==> src/rtl/pi_mem_arb_pkg.sv <==
// Shared types for the host/cartridge memory arbiter: FSM states,
// memory region encoding, requester identities and the host command slot.
package pi_mem_arb_pkg;

  // Arbiter sequencing states.
  typedef enum logic [1:0] {
    ST_IDLE   = 2'd0,
    ST_GRANT  = 2'd1,
    ST_ACCESS = 2'd2,
    ST_DONE   = 2'd3
  } arb_state_e;

  // Memory region encoding as seen on mem_sel.
  localparam logic [1:0] SEL_PRG = 2'd0;
  localparam logic [1:0] SEL_CHR = 2'd1;
  localparam logic [1:0] SEL_SRM = 2'd2;

  // Who owns (or last owned) the shared memory port.
  typedef enum logic {
    REQ_HOST = 1'b0,
    REQ_CART = 1'b1
  } req_id_e;

  // One buffered host command.
  typedef struct packed {
    logic        we;
    logic [1:0]  sel;
    logic [22:0] addr;
    logic [7:0]  dato;
  } host_cmd_t;

  // Collapse the one-hot host region selects into mem_sel encoding.
  // PRG has priority over CHR, CHR over SRM, should more than one be set.
  function automatic logic [1:0] region_from_ce(input logic ce_prg,
                                                input logic ce_chr,
                                                input logic ce_srm);
    logic [1:0] sel;
    sel = SEL_SRM;
    if (ce_prg) begin
      sel = SEL_PRG;
    end else if (ce_chr) begin
      sel = SEL_CHR;
    end else if (ce_srm) begin
      sel = SEL_SRM;
    end
    return sel;
  endfunction

endpackage

==> src/rtl/pi_mem_arb_pi_act_sync.sv <==
// Brings the host strobe from the SPI clock domain into clk and turns its
// synchronized rising edge into a single-cycle pulse.
module pi_act_sync (
  input  logic clk,
  input  logic rst_n,
  input  logic pi_act,
  output logic act_rise
);

  logic sync_meta;
  logic sync_q;
  logic sync_prev;

  // Two-flop synchronizer followed by a history flop for edge detection.
  always_ff @(posedge clk or negedge rst_n) begin
    if (!rst_n) begin
      sync_meta <= 1'b0;
      sync_q    <= 1'b0;
      sync_prev <= 1'b0;
    end else begin
      sync_meta <= pi_act;
      sync_q    <= sync_meta;
      sync_prev <= sync_q;
    end
  end

  assign act_rise = sync_q & ~sync_prev;

endmodule

==> src/rtl/pi_mem_arb.sv <==
// Arbitrates one shared memory port between the SPI host and the cartridge
// bus. Host commands are buffered in a one-entry slot; contention is resolved
// round-robin and every access takes a fixed ACC_CYC strobe cycles.
module pi_mem_arb
  import pi_mem_arb_pkg::*;
#(
  parameter int ACC_CYC = 2
) (
  input  logic        clk,
  input  logic        rst_n,
  input  logic        pi_act,
  input  logic        pi_oe,
  input  logic        pi_we,
  input  logic [22:0] pi_addr,
  input  logic [7:0]  pi_dato,
  input  logic        pi_ce_prg,
  input  logic        pi_ce_chr,
  input  logic        pi_ce_srm,
  output logic [7:0]  pi_dati,
  input  logic        cart_req,
  input  logic        cart_we,
  input  logic [1:0]  cart_sel,
  input  logic [22:0] cart_addr,
  input  logic [7:0]  cart_dato,
  output logic        cart_ack,
  output logic [7:0]  cart_dati,
  output logic [1:0]  mem_sel,
  output logic [22:0] mem_addr,
  output logic [7:0]  mem_dato,
  output logic        mem_oe,
  output logic        mem_we,
  input  logic [7:0]  mem_dati
);

  localparam logic [2:0] CNT_LOAD = 3'(ACC_CYC - 1);

  arb_state_e  state_q;
  arb_state_e  state_d;
  req_id_e     winner;
  req_id_e     cur_q;
  req_id_e     last_q;

  logic        act_rise;
  logic        host_edge;
  host_cmd_t   host_new;
  host_cmd_t   host_slot_q;
  logic        host_pend_q;
  logic        host_inserv_q;
  logic        host_reedge_q;
  logic        host_claim;
  logic        host_unserved;
  logic        host_ovf;
  logic        cart_req_ok;

  logic [2:0]  cnt_q;
  logic        g_we_q;
  logic [1:0]  g_sel_q;
  logic [22:0] g_addr_q;
  logic [7:0]  g_dato_q;
  logic [7:0]  rd_q;

  logic [1:0]  win_sel;
  logic [22:0] win_addr;
  logic [7:0]  win_dato;
  logic        win_we;

  pi_act_sync u_sync (
    .clk      (clk),
    .rst_n    (rst_n),
    .pi_act   (pi_act),
    .act_rise (act_rise)
  );

  // A host edge only counts when it targets a region. A command that claims
  // both oe and we is treated as a read so it cannot corrupt memory.
  assign host_edge     = act_rise & (pi_ce_prg | pi_ce_chr | pi_ce_srm);
  assign host_new.we   = pi_we & ~pi_oe;
  assign host_new.sel  = region_from_ce(pi_ce_prg, pi_ce_chr, pi_ce_srm);
  assign host_new.addr = pi_addr;
  assign host_new.dato = pi_dato;

  // The cart still holds cart_req in the cycle cart_ack is high, so that
  // cycle must not be mistaken for a fresh request.
  assign cart_req_ok = cart_req & ~cart_ack;

  // The host slot is being handed to the memory port this cycle.
  assign host_claim = (state_q == ST_GRANT) && (winner == REQ_HOST);

  // The slot holds a command nobody has started on; overwriting it loses it.
  assign host_unserved = host_pend_q && !host_claim &&
                         !(host_inserv_q && !host_reedge_q);

  // Pick the requester to serve: a lone requester wins, a tie goes to the
  // side that was not served last.
  always_comb begin
    winner = REQ_CART;
    if (host_pend_q && cart_req_ok) begin
      winner = (last_q == REQ_HOST) ? REQ_CART : REQ_HOST;
    end else if (host_pend_q) begin
      winner = REQ_HOST;
    end
  end

  // Command fields of the current winner.
  always_comb begin
    win_we   = cart_we;
    win_sel  = cart_sel;
    win_addr = cart_addr;
    win_dato = cart_dato;
    if (winner == REQ_HOST) begin
      win_we   = host_slot_q.we;
      win_sel  = host_slot_q.sel;
      win_addr = host_slot_q.addr;
      win_dato = host_slot_q.dato;
    end
  end

  // Host slot bookkeeping: capture edges, flag overwrites, release on DONE
  // unless another edge arrived while the previous command was in flight.
  always_ff @(posedge clk or negedge rst_n) begin
    if (!rst_n) begin
      host_slot_q   <= '0;
      host_pend_q   <= 1'b0;
      host_inserv_q <= 1'b0;
      host_reedge_q <= 1'b0;
      host_ovf      <= 1'b0;
    end else begin
      if (host_edge) begin
        host_slot_q <= host_new;
        host_pend_q <= 1'b1;
        if (host_unserved) begin
          host_ovf <= 1'b1;
        end
        if (host_inserv_q || host_claim) begin
          host_reedge_q <= 1'b1;
        end
      end
      if (host_claim) begin
        host_inserv_q <= 1'b1;
      end
      if ((state_q == ST_DONE) && (cur_q == REQ_HOST)) begin
        host_pend_q   <= host_reedge_q | host_edge;
        host_inserv_q <= 1'b0;
        host_reedge_q <= 1'b0;
      end
    end
  end

  // FSM state register.
  always_ff @(posedge clk or negedge rst_n) begin
    if (!rst_n) begin
      state_q <= ST_IDLE;
    end else begin
      state_q <= state_d;
    end
  end

  // Next-state logic; a host edge in IDLE starts arbitration right away so
  // the slot is already filled when GRANT evaluates it.
  always_comb begin
    state_d = state_q;
    case (state_q)
      ST_IDLE: begin
        if (host_pend_q || host_edge || cart_req_ok) begin
          state_d = ST_GRANT;
        end
      end
      ST_GRANT: begin
        state_d = ST_ACCESS;
      end
      ST_ACCESS: begin
        if (cnt_q == 3'd0) begin
          state_d = ST_DONE;
        end
      end
      ST_DONE: begin
        state_d = ST_IDLE;
      end
      default: begin
        state_d = ST_IDLE;
      end
    endcase
  end

  // Latch the winning command, time the strobe and hand back results.
  always_ff @(posedge clk or negedge rst_n) begin
    if (!rst_n) begin
      cur_q     <= REQ_HOST;
      last_q    <= REQ_HOST;
      cnt_q     <= 3'd0;
      g_we_q    <= 1'b0;
      g_sel_q   <= 2'd0;
      g_addr_q  <= 23'd0;
      g_dato_q  <= 8'd0;
      rd_q      <= 8'd0;
      pi_dati   <= 8'd0;
      cart_dati <= 8'd0;
      cart_ack  <= 1'b0;
    end else begin
      cart_ack <= 1'b0;
      case (state_q)
        ST_GRANT: begin
          cur_q    <= winner;
          g_we_q   <= win_we;
          g_sel_q  <= win_sel;
          g_addr_q <= win_addr;
          g_dato_q <= win_dato;
          cnt_q    <= CNT_LOAD;
        end
        ST_ACCESS: begin
          if (cnt_q != 3'd0) begin
            cnt_q <= cnt_q - 3'd1;
          end else begin
            rd_q <= mem_dati;
          end
        end
        ST_DONE: begin
          last_q <= cur_q;
          if (cur_q == REQ_HOST) begin
            if (!g_we_q) begin
              pi_dati <= rd_q;
            end
          end else begin
            cart_ack <= 1'b1;
            if (!g_we_q) begin
              cart_dati <= rd_q;
            end
          end
        end
        default: begin
        end
      endcase
    end
  end

  // Shared memory port: the winner is presented in GRANT, the latched command
  // through ACCESS and DONE, and strobes only while in ACCESS.
  always_comb begin
    mem_sel  = 2'd0;
    mem_addr = 23'd0;
    mem_dato = 8'd0;
    mem_oe   = 1'b0;
    mem_we   = 1'b0;
    case (state_q)
      ST_GRANT: begin
        mem_sel  = win_sel;
        mem_addr = win_addr;
        mem_dato = win_dato;
      end
      ST_ACCESS: begin
        mem_sel  = g_sel_q;
        mem_addr = g_addr_q;
        mem_dato = g_dato_q;
        mem_oe   = ~g_we_q;
        mem_we   = g_we_q;
      end
      ST_DONE: begin
        mem_sel  = g_sel_q;
        mem_addr = g_addr_q;
        mem_dato = g_dato_q;
      end
      default: begin
      end
    endcase
  end

endmodule
==> config.mk <==
export PLATFORM = sky130hd
export DESIGN_NAME = pi_mem_arb
export DESIGN_NICKNAME = d
export VERILOG_FILES = /design/src/rtl/pi_mem_arb_pkg.sv /design/src/rtl/pi_mem_arb_pi_act_sync.sv /design/src/rtl/pi_mem_arb.sv
export SDC_FILE = /design/constraint.sdc
export NUM_CORES = 1
export LEC_CHECK = 0
export BUFFER_PORTS_ARGS = -buffer_cell sky130_fd_sc_hd__buf_2
export CAP_MARGIN = 20
export CORE_AREA = 4 4 109 153
export CTS_BUF_LIST = sky130_fd_sc_hd__clkbuf_8
export CTS_CLUSTER_DIAMETER = 200
export DETAILED_ROUTE_END_ITERATION = 12
export DIE_AREA = 0 0 113 157
export PLACE_DENSITY = 0.6
export SLEW_MARGIN = 10
export SYNTH_ARGS = -nofsm -noshare
export SYNTH_HDL_FRONTEND = slang
export SYNTH_SLANG_ARGS = --single-unit
==> constraint.sdc <==
create_clock -name clk -period 3.17 [get_ports clk]
set_clock_uncertainty 0.05 [all_clocks]
set_input_delay 0.951 -clock clk [delete_from_list [all_inputs] [get_ports clk]]
set_output_delay 0.951 -clock clk [all_outputs]
set_load 0.05 [all_outputs]
Word level (Yosys, flattened, before mapping) --
Index checks and enable logic that the tools add are counted.
Storage, ports and cells: output and inout port bits 52, flip-flop bits (word level) 106, bits of input ports 82
Operators by class: add/subtract/negate cells 1, reduce and logical (&&, ||, !) cells 20, eq/ne operators 6, multiplexer cells 28, bitwise gates (word level) 14
Operators by type and width (count):
- $pmux 23 s2 | 1
- $mux 23 | 1
- $pmux 8 s2 | 1
- $mux 1 | 15
- $mux 2 | 5
- $mux 8 | 1
- $pmux 2 s4 | 1
- $reduce_and 2->1 | 4
- $reduce_bool 2->1 | 4
- $not 1->1 | 7
- $ne 2x2->1 const B | 3
- $pmux 3 s2 | 1
- $reduce_and 3->1 | 2
- $and 1x1->1 | 4
- $eq 2x2->1 const B | 2
- $pmux 2 s2 | 1
- $logic_and 1x1->1 | 3
- $logic_not 3->1 | 1
- $logic_or 1x1->1 | 3
- $mux 3 | 1
- $or 1x1->1 | 3
- $reduce_bool 3->1 | 1
- $sub 3x1->3 const B | 1
- $eq 2x1->1 const B | 1
- other kinds (2) | 2

Logic depth before layout (Yosys ltp) --
Gate-level depths: netlist of run 1.
word-level depth 10, depth in mapped cells 8, mapped depth without buffers 7

Cells and area by module --
Synthesis of run 1 repeated with hierarchy kept, for this count alone.
Second synthesis, totals: cells, all modules 446, area total of the unflattened synthesis 5056.1 um^2
Modules (own cells, without submodules):
- pi_mem_arb | cells each 442, area each 4967.3 um^2, seq. area each 2577.5 um^2, times used 1
- pi_act_sync | cells each 4, area each 88.8 um^2, seq. area each 75.1 um^2, times used 1

Worst setup path before layout of run 1 --
OpenSTA, ideal clock, no wires.
path type input to output, start input cart_req, end output mem_addr[0], stages on the path 5, data required time 2169 ps, slack -479 ps, data arrival time 2648 ps, cell sequence or3b_4 > a21boi_4 > buf_6 > a22oi_1 > a21oi_1
On the way: word-level cells in the longest chain between the ends 5
RTL lines:
- start: declaration | RTL line pi_mem_arb.sv:20 | input logic cart_req,
- $and 1x1->1 | RTL line pi_mem_arb.sv:84 | assign cart_req_ok = cart_req & ~cart_ack;
- $logic_and 1x1->1 | RTL line pi_mem_arb.sv:97 | if (host_pend_q && cart_req_ok) begin
- $mux 1 | RTL line pi_mem_arb.sv:97
- $mux 23 | RTL line pi_mem_arb.sv:110 | if (winner == REQ_HOST) begin
- $pmux 23 s2 | RTL line pi_mem_arb.sv:244 | case (state_q)
- end: declaration | RTL line pi_mem_arb.sv:28 | output logic [22:0] mem_addr,
No other way between the ends.

Final worst setup path of run 1 --
start input cart_req, end output mem_addr[14]
Same word-level chain as after synthesis.

==> impl_metrics.json, run 1 <==
{
  "outcome": "finished with violations",
  "violations": "negative setup slack",
  "synth.cell_area_sq_mm": 0.00481,
  "grt_pass1_wl_um": 20300,
  "place_area_sq_mm": 0.00616,
  "place.gp.congestion": 0.801,
  "die_span_in_y_um": 157,
  "wirelength_um": 12600,
  "yosysWarningCount": 0,
  "worst-slew-pin-transition_ns": 0.498,
  "cts.sink_count": 106,
  "rsz_0062_raised_after_global_routing": "true",
  "fillers": 1416,
  "ant_nets": 0,
  "finalWorstSetupSlack_ns": -0.170,
  "nets": 644,
  "grt_max_degree": 38,
  "proportion_of_layout_cells_with_a_drive_suffix_above_1": 0.536,
  "fmax_mhz": 299,
  "vias_per_cell": 4.76,
  "remaining_design_rule_violation_count": 0,
  "timing.critical_path.arrival_ns": 2.34,
  "yosysSeqAreaShare": 0.551,
  "final_min_period_over_clock_period": 1.05,
  "max-clock-path-buffers": 2,
  "hpwl_after_detailed_placement_um": 9110,
  "drv_cap": 0,
  "ioPinCount": 134,
  "clock_tree_from_tritoncts": "done",
  "buffer_ports.inserted": 133,
  "ys_types": 28,
  "synth_cells": 413,
  "vias_in_the_first_global_route": 3961,
  "mappedNetlistNets": 502,
  "flow.area_growth_from_synthesis_pct": 39.2,
  "critical_path.slowest_cell": "or3b_4",
  "initial_utilization": 0.314,
  "critical_path_data_required_time_ns": 2.17,
  "clock_insertion_delay_worst_skew_ns": 0.37,
  "crit_path_end_kind": "output port",
  "hold_path_class": "reg -> reg",
  "cts_inserted_buffers": 9,
  "coreArea_sq_mm": 0.0153,
  "design.die.area_sq_mm": 0.0177,
  "final_design_area_no_fill_sq_mm": 0.00670,
  "setup_viol": 33,
  "cts-root-buf": "clkbuf_8",
  "globalRouteOverflowTotal": 0,
  "synth_area_leaders": "dfrtp_1, mux2_2, a22oi_2, a21oi_1, o21ai_0",
  "max_stage_delay_ns": 0.38,
  "pre_antenna_drt_iters": 6,
  "crit_path_cell_trace": "buf_6 > or3b_4 > a21boi_4 > buf_12 > buf_16 > a22oi_2 > a21oi_2 > buf_6",
  "yosys_register_bits": 106,
  "path_max_fanout": 8,
  "fin_total_pwr_mw": 7.92,
  "total_number_of_h_tree_levels": 3,
  "floorplan.die.width_um": 113,
  "worst-path-buf-inv": 4,
  "timing.critical_path.max_delay_family": "buffers and inverters",
  "timing.final.max_slew_violations": 0,
  "rrSetupSlack_ns": 1.01,
  "crit_path_frequent_cell": "buf_6",
  "synth_area_leader_cell": "dfrtp_1",
  "fin_crit_ns": 3.34,
  "clkTransAtPathRegs_ns": 0.10,
  "detail_route.wl_per_cell_um": 16.7,
  "irDropWorstVdd_uv": 710,
  "timing.setup.critical_path_class": "in -> out",
  "synth_largest_type_area_fraction": 0.551,
  "track_usage": 0.146,
  "core.rowCount": 54,
  "vias": 3601,
  "static_leakage_nw": 2.90,
  "hold_buffers": 0,
  "worst_slew_margin_rel": 0.668,
  "dp_slack_ns": -0.330,
  "grt_antenna_before_repair": 0,
  "final-hold-violation-count": 0,
  "power.density_cell_area_mw_per_mm2": 1180,
  "drt-initial-drc-count": 129,
  "synth.avg_cell_area_sq_um": 11.7,
  "startpoint_type": "input pin",
  "insertedDiodeCount": 0
}
[layer usage]
metal,vias up,track usage,wire length (um),part of all wire
met3,12,0.0435,850,0.067
met2,104,0.253,6510,0.51
met5,-,0,0,0
met1,1788,0.177,5160,0.41
li1,1697,-,-,-
met4,0,0.0384,125,0.0099
[worst reg2reg max path, delay by kind of cell (launching register included)]
kind / cells / cell delay (ns)
AND/OR/NAND/NOR: 2 / 0.78
buffers and inverters: 1 / 0.23
flip-flops: 1 / 0.36
multiplexers: 1 / 0.39
adder cells (fa/ha/maj): 1 / 0.25
[power breakdown]
group	switching [mW]	total (mW)	internal, mW	leakage (nW)
registers	0.289	2.15	1.86	1.27
logic	3.08	4.93	1.84	1.53
clock network	0.473	0.844	0.371	0.102
total	3.85	7.92	4.08	2.90
[cell usage in the layout (no fill, tap or decap), types with 9 or more instances in the layout]
master and n:
dfrtp_1 106, buf_2 98, mux2_2 57, inv_1 43, nand2_1 37, o21ai_0 35
a22oi_2 33, a21oi_4 32, buf_6 31, buf_4 14, clkbuf_8 9
[kinds of logic (layout without fill, tap and decap cells)]
| kind of cell | after synthesis | after routing | synth area share |
|---|---|---|---|
| AO/OA/AOI/OAI | 117 | 117 | 0.171 |
| flip-flops | 106 | 106 | 0.551 |
| buffers and inverters | 66 | 213 | 0.0681 |
| AND/OR/NAND/NOR | 59 | 59 | 0.0564 |
| multiplexers | 57 | 57 | 0.133 |
| adder cells (fa/ha/maj) | 7 | 7 | 0.0182 |
| XOR/XNOR | 1 | 1 | 0.00182 |
[cell type report]
cell class	instances	area (sq um)	area share
clock buffer	9	124	0.0185
clock inverter	7	76.3	0.0114
inverter	42	158	0.0235
multi-input combinational	241	2250	0.336
sequential	106	2650	0.396
tap	196	245	0.0366
timing repair buffer	155	1190	0.178
[timing repair]
| action | CTS | global route |
|---|---|---|
| pin swaps | 6 | 12 |
| endpoints found under the setup margin | 33 | 33 |
| cloned | 1 | 1 |
| buffers inserted | 2 | 1 |
| gates resized for setup | 70 | 7 |
[Yosys cell counts, drive strengths merged]
cell type / instances
dfrtp: 106
mux2: 57
inv: 42
o21ai: 41
a21oi: 38
nand2: 37
a22oi: 34
buf: 13
clkbuf: 11
ha: 7
nor2: 5
nor2b: 4
and2: 3
nand3b: 3
nand2b: 2
o21a: 2
or2: 2
a211o: 1
a21boi: 1
and3: 1
nor3: 1
or3b: 1
xor2: 1
[through the flow]
step	hold slack, ns	std cells	util	setup TNS (ns)
3_5_place_dp	0.286	735	0.401	-9.09
6_report	0.308	756	0.437	-4.64
5_1_grt	0.322	756	0.437	-6.72
4_1_cts	0.310	754	0.432	-4.52
2_1_floorplan	0.281	413	-	-0.744
3_3_place_gp	0.286	735	0.401	-8.56
[state kept, by name (all words and copies together), names as in the netlist, 2 cells and up]
name / flops
cart_dati: 8
cnt_q: 3
g_addr_q: 23
g_dato_q: 8
g_sel_q: 2
host_slot_q: 34
pi_dati: 8
rd_q: 8
state_q: 2
[worst paths after layout]
| path | startpoint | end | depth (start not counted) |
|---|---|---|---|
| worst max register to register | state_q[1] | pi_dati[6] | 5 |
| max in group asynchronous | rst_n | g_addr_q[19] | 2 |
| worst min register to register | u_sync.sync_meta | u_sync.sync_q | 0 |
| worst min-delay path | u_sync.sync_meta | u_sync.sync_q | 0 |
| min in group asynchronous | rst_n | host_slot_q[2] | 1 |
| worst max-delay path | cart_req | mem_addr[14] | 8 |
(Power assumes the default switching activity.)
==> inputs of run 2 (changes only) <==
--- a/config.mk
+++ b/config.mk
@@ -7,13 +7,15 @@
 export LEC_CHECK = 0
 export BUFFER_PORTS_ARGS = -buffer_cell sky130_fd_sc_hd__buf_2
 export CAP_MARGIN = 20
-export CORE_AREA = 4 4 109 153
+export CORE_AREA = 4 4 112 156
 export CTS_BUF_LIST = sky130_fd_sc_hd__clkbuf_8
 export CTS_CLUSTER_DIAMETER = 200
 export DETAILED_ROUTE_END_ITERATION = 12
-export DIE_AREA = 0 0 113 157
-export PLACE_DENSITY = 0.6
+export DIE_AREA = 0 0 116 160
+export PLACE_DENSITY = 0.59
+export RECOVER_POWER = 25
 export SLEW_MARGIN = 10
 export SYNTH_ARGS = -nofsm -noshare
 export SYNTH_HDL_FRONTEND = slang
+export SYNTH_HIERARCHICAL = 1
 export SYNTH_SLANG_ARGS = --single-unit
==> impl_metrics.json, run 2 <==
{
  "crit_path_end_kind": "output port",
  "fmax_mhz": 315,
  "track_usage": 0.167,
  "globalRouteOverflowTotal": 0,
  "synth_ff_type": "dfrtp_1",
  "pre_antenna_drt_iters": 4,
  "synth.avg_cell_area_sq_um": 11.3,
  "path_max_fanout": 17,
  "synth_largest_type_area_fraction": 0.525,
  "drt-initial-drc-count": 206,
  "synth_area_leaders": "dfrtp_1, mux2_2, o211ai_1, nand3_1, nand2b_1",
  "critical_path_cell_count": 6,
  "mappedNetlistNets": 535,
  "count_of_flip_flops_with_a_built_in_enable_after_synthesis": 0,
  "irDropWorstVdd_uv": 708,
  "ys_types": 38,
  "most_common_library_cell_in_the_layout_ignoring_fill_and_taps": "dfrtp_1",
  "endpoint_of_the_worst_register_to_register_path": "g_sel_q[0]",
  "worst-r2r-cell-count": 4,
  "layout.cells.most_common_list": "dfrtp_1, buf_2, mux2_2",
  "cts.sink_count": 106,
  "buffer_ports.inserted": 133,
  "vias": 4126,
  "worst-path-buf-inv": 3,
  "dp_slack_ns": -0.113,
  "hold_path_class": "reg -> reg",
  "cts-root-buf": "clkbuf_8",
  "critical_path.slowest_cell": "or3b_4",
  "cts_inserted_buffers": 9,
  "worst-slew-pin-transition_ns": 1.39,
  "timing.setup.critical_path_class": "in -> out",
  "flow.area_growth_from_synthesis_pct": 42.4,
  "yosysSeqAreaShare": 0.525,
  "synth.cell_area_sq_mm": 0.00506,
  "critical_path_data_required_time_ns": 2.17,
  "clock_insertion_delay_worst_skew_ns": 0.39,
  "synth_cells": 446,
  "max_flop_register": "host_slot_q",
  "ant_nets": 0,
  "finalHoldWorstSlack_ns": 0.323,
  "max_stage_delay_ns": 0.40,
  "max-clock-path-buffers": 2,
  "wirelength_um": 15200,
  "synth_area_leader_cell": "dfrtp_1",
  "finalWorstSetupSlack_ns": 0.000155,
  "final_min_period_over_clock_period": 1.00,
  "setup_viol": 0,
  "largest_registers": "host_slot_q (34), g_addr_q (23)",
  "critical_path.endpoint": "mem_addr[21]",
  "timing.critical_path.max_delay_family": "buffers and inverters",
  "outcome": "complete, no violations",
  "floorplan.die.width_um": 116,
  "timing.critical_path.arrival_ns": 2.17,
  "worst_slew_margin_rel": 0.0716,
  "fin_crit_ns": 3.17,
  "startpoint_type": "input pin",
  "remaining_design_rule_violation_count": 0,
  "static_leakage_nw": 3.02,
  "final-hold-violation-count": 0,
  "drv_cap": 0,
  "ioPinCount": 134,
  "clkTransAtPathRegs_ns": 0.11,
  "hpwl_after_detailed_placement_um": 10200,
  "synthMostInstantiatedCell": "dfrtp_1",
  "post_synth_arst_share": 1.00,
  "rrSetupSlack_ns": 1.05,
  "largest_register_ff_count": 34,
  "design.die.area_sq_mm": 0.0186,
  "rsz_0062_raised_after_global_routing": "true",
  "initial_utilization": 0.314,
  "core.rowCount": 55,
  "place.gp.congestion": 0.833,
  "vias_per_cell": 5.20,
  "yosysWarningCount": 6,
  "crit_path_cell_trace": "buf_2 > or3b_4 > buf_12 > a32oi_2 > a21oi_4 > buf_4",
  "timing.final.max_slew_violations": 0,
  "detail_route.wl_per_cell_um": 19.1,
  "fin_total_pwr_mw": 8.71,
  "total_number_of_h_tree_levels": 3,
  "multiInputGateArea_sq_mm": 0.00282,
  "hold_buffers": 0,
  "nets": 677,
  "clock_tree_from_tritoncts": "done",
  "grt_antenna_before_repair": 1,
  "proportion_of_layout_cells_with_a_drive_suffix_above_1": 0.503,
  "grt_pass1_wl_um": 24200,
  "synth_top_cells_by_count": "dfrtp_1, mux2_2, nand3_1",
  "power.density_cell_area_mw_per_mm2": 1210,
  "rr_startpoint": "cart_ack",
  "die_span_in_y_um": 160,
  "setup.worst_path.start": "cart_req",
  "vias_in_the_first_global_route": 4617,
  "grt_max_degree": 53,
  "final-seq-area_sq_mm": 0.00266,
  "coreArea_sq_mm": 0.0161,
  "fillers": 1503,
  "yosys_register_bits": 106
}
[run 2: layout make-up]
cell class                 instances  share of cell area
tap                              199              0.0346
sequential                       106               0.369
inverter                           7             0.00365
clock inverter                     6              0.0165
antenna                            1            0.000348
clock buffer                      10              0.0191
timing repair buffer             167               0.166
multi-input combinational        297               0.391
[run 2: kinds of logic (layout without fill, tap and decap cells)]
family / after synthesis / in the layout / share of synthesized area
buffers and inverters: 43 / 190 / 0.0374
xor gates and xnor gates: 1 / 1 / 0.00173
muxes: 58 / 58 / 0.129
DFF: 106 / 106 / 0.525
and+or+nand+nor: 126 / 126 / 0.135
AOI/OAI and AO/OA: 105 / 105 / 0.155
other: 0 / 1 / 0
adders and majority gates: 7 / 7 / 0.0173
[run 2: metrics by stage]
step	instance area [sq um]	setup TNS [ns]	utilization	std cells
after floorplan	5460	-0.490	-	446
after global placement	6470	-2.80	0.402	769
after detailed placement	6470	-3.02	0.402	769
after CTS	7100	0	0.441	792
after global routing	7200	-0.805	0.447	793
final	7200	0	0.447	793
[run 2: worst reg2reg max path: stages (launching register included)]
cell and delay, ns:
dfrtp_1 0.45, or3b_4 0.45, buf_6 0.19, a21boi_2 0.64, a221o_1 0.28
[run 2: worst min path at each step]
stage / startpoint / end / slack, ns / cells after the start
2_1_floorplan: u_sync/sync_meta / u_sync/sync_q / 0.28 / 0
3_3_place_gp: u_sync/sync_meta / u_sync/sync_q / 0.29 / 0
3_5_place_dp: u_sync/sync_meta / u_sync/sync_q / 0.30 / 0
4_1_cts: u_sync/sync_meta / u_sync/sync_q / 0.32 / 0
5_1_grt: u_sync/sync_meta / u_sync/sync_q / 0.34 / 0
6_report: u_sync/sync_meta / u_sync/sync_q / 0.32 / 0
[run 2: report_power, final]
group	switching [mW]	leakage (nW)	internal [mW]	total, mW
Clock	0.508	0.129	0.558	1.07
Combinational	3.34	1.62	2.09	5.43
Sequential	0.346	1.27	1.87	2.21
Total	4.19	3.02	4.52	8.71
[run 2: per-layer routing]
metal  up-vias  share of wire  GRT usage
met1      2068           0.39      0.194
met5         -              0          0
li1       1931              -          -
met4         0          0.025     0.0781
met3        22          0.040     0.0235
met2       105           0.54      0.295
[run 2: what timing repair did]
item	4_1_cts	5_1_grt
pin swaps	3	5
setup endpoints to repair	33	32
setup buffers	7	0
resized for setup	78	17
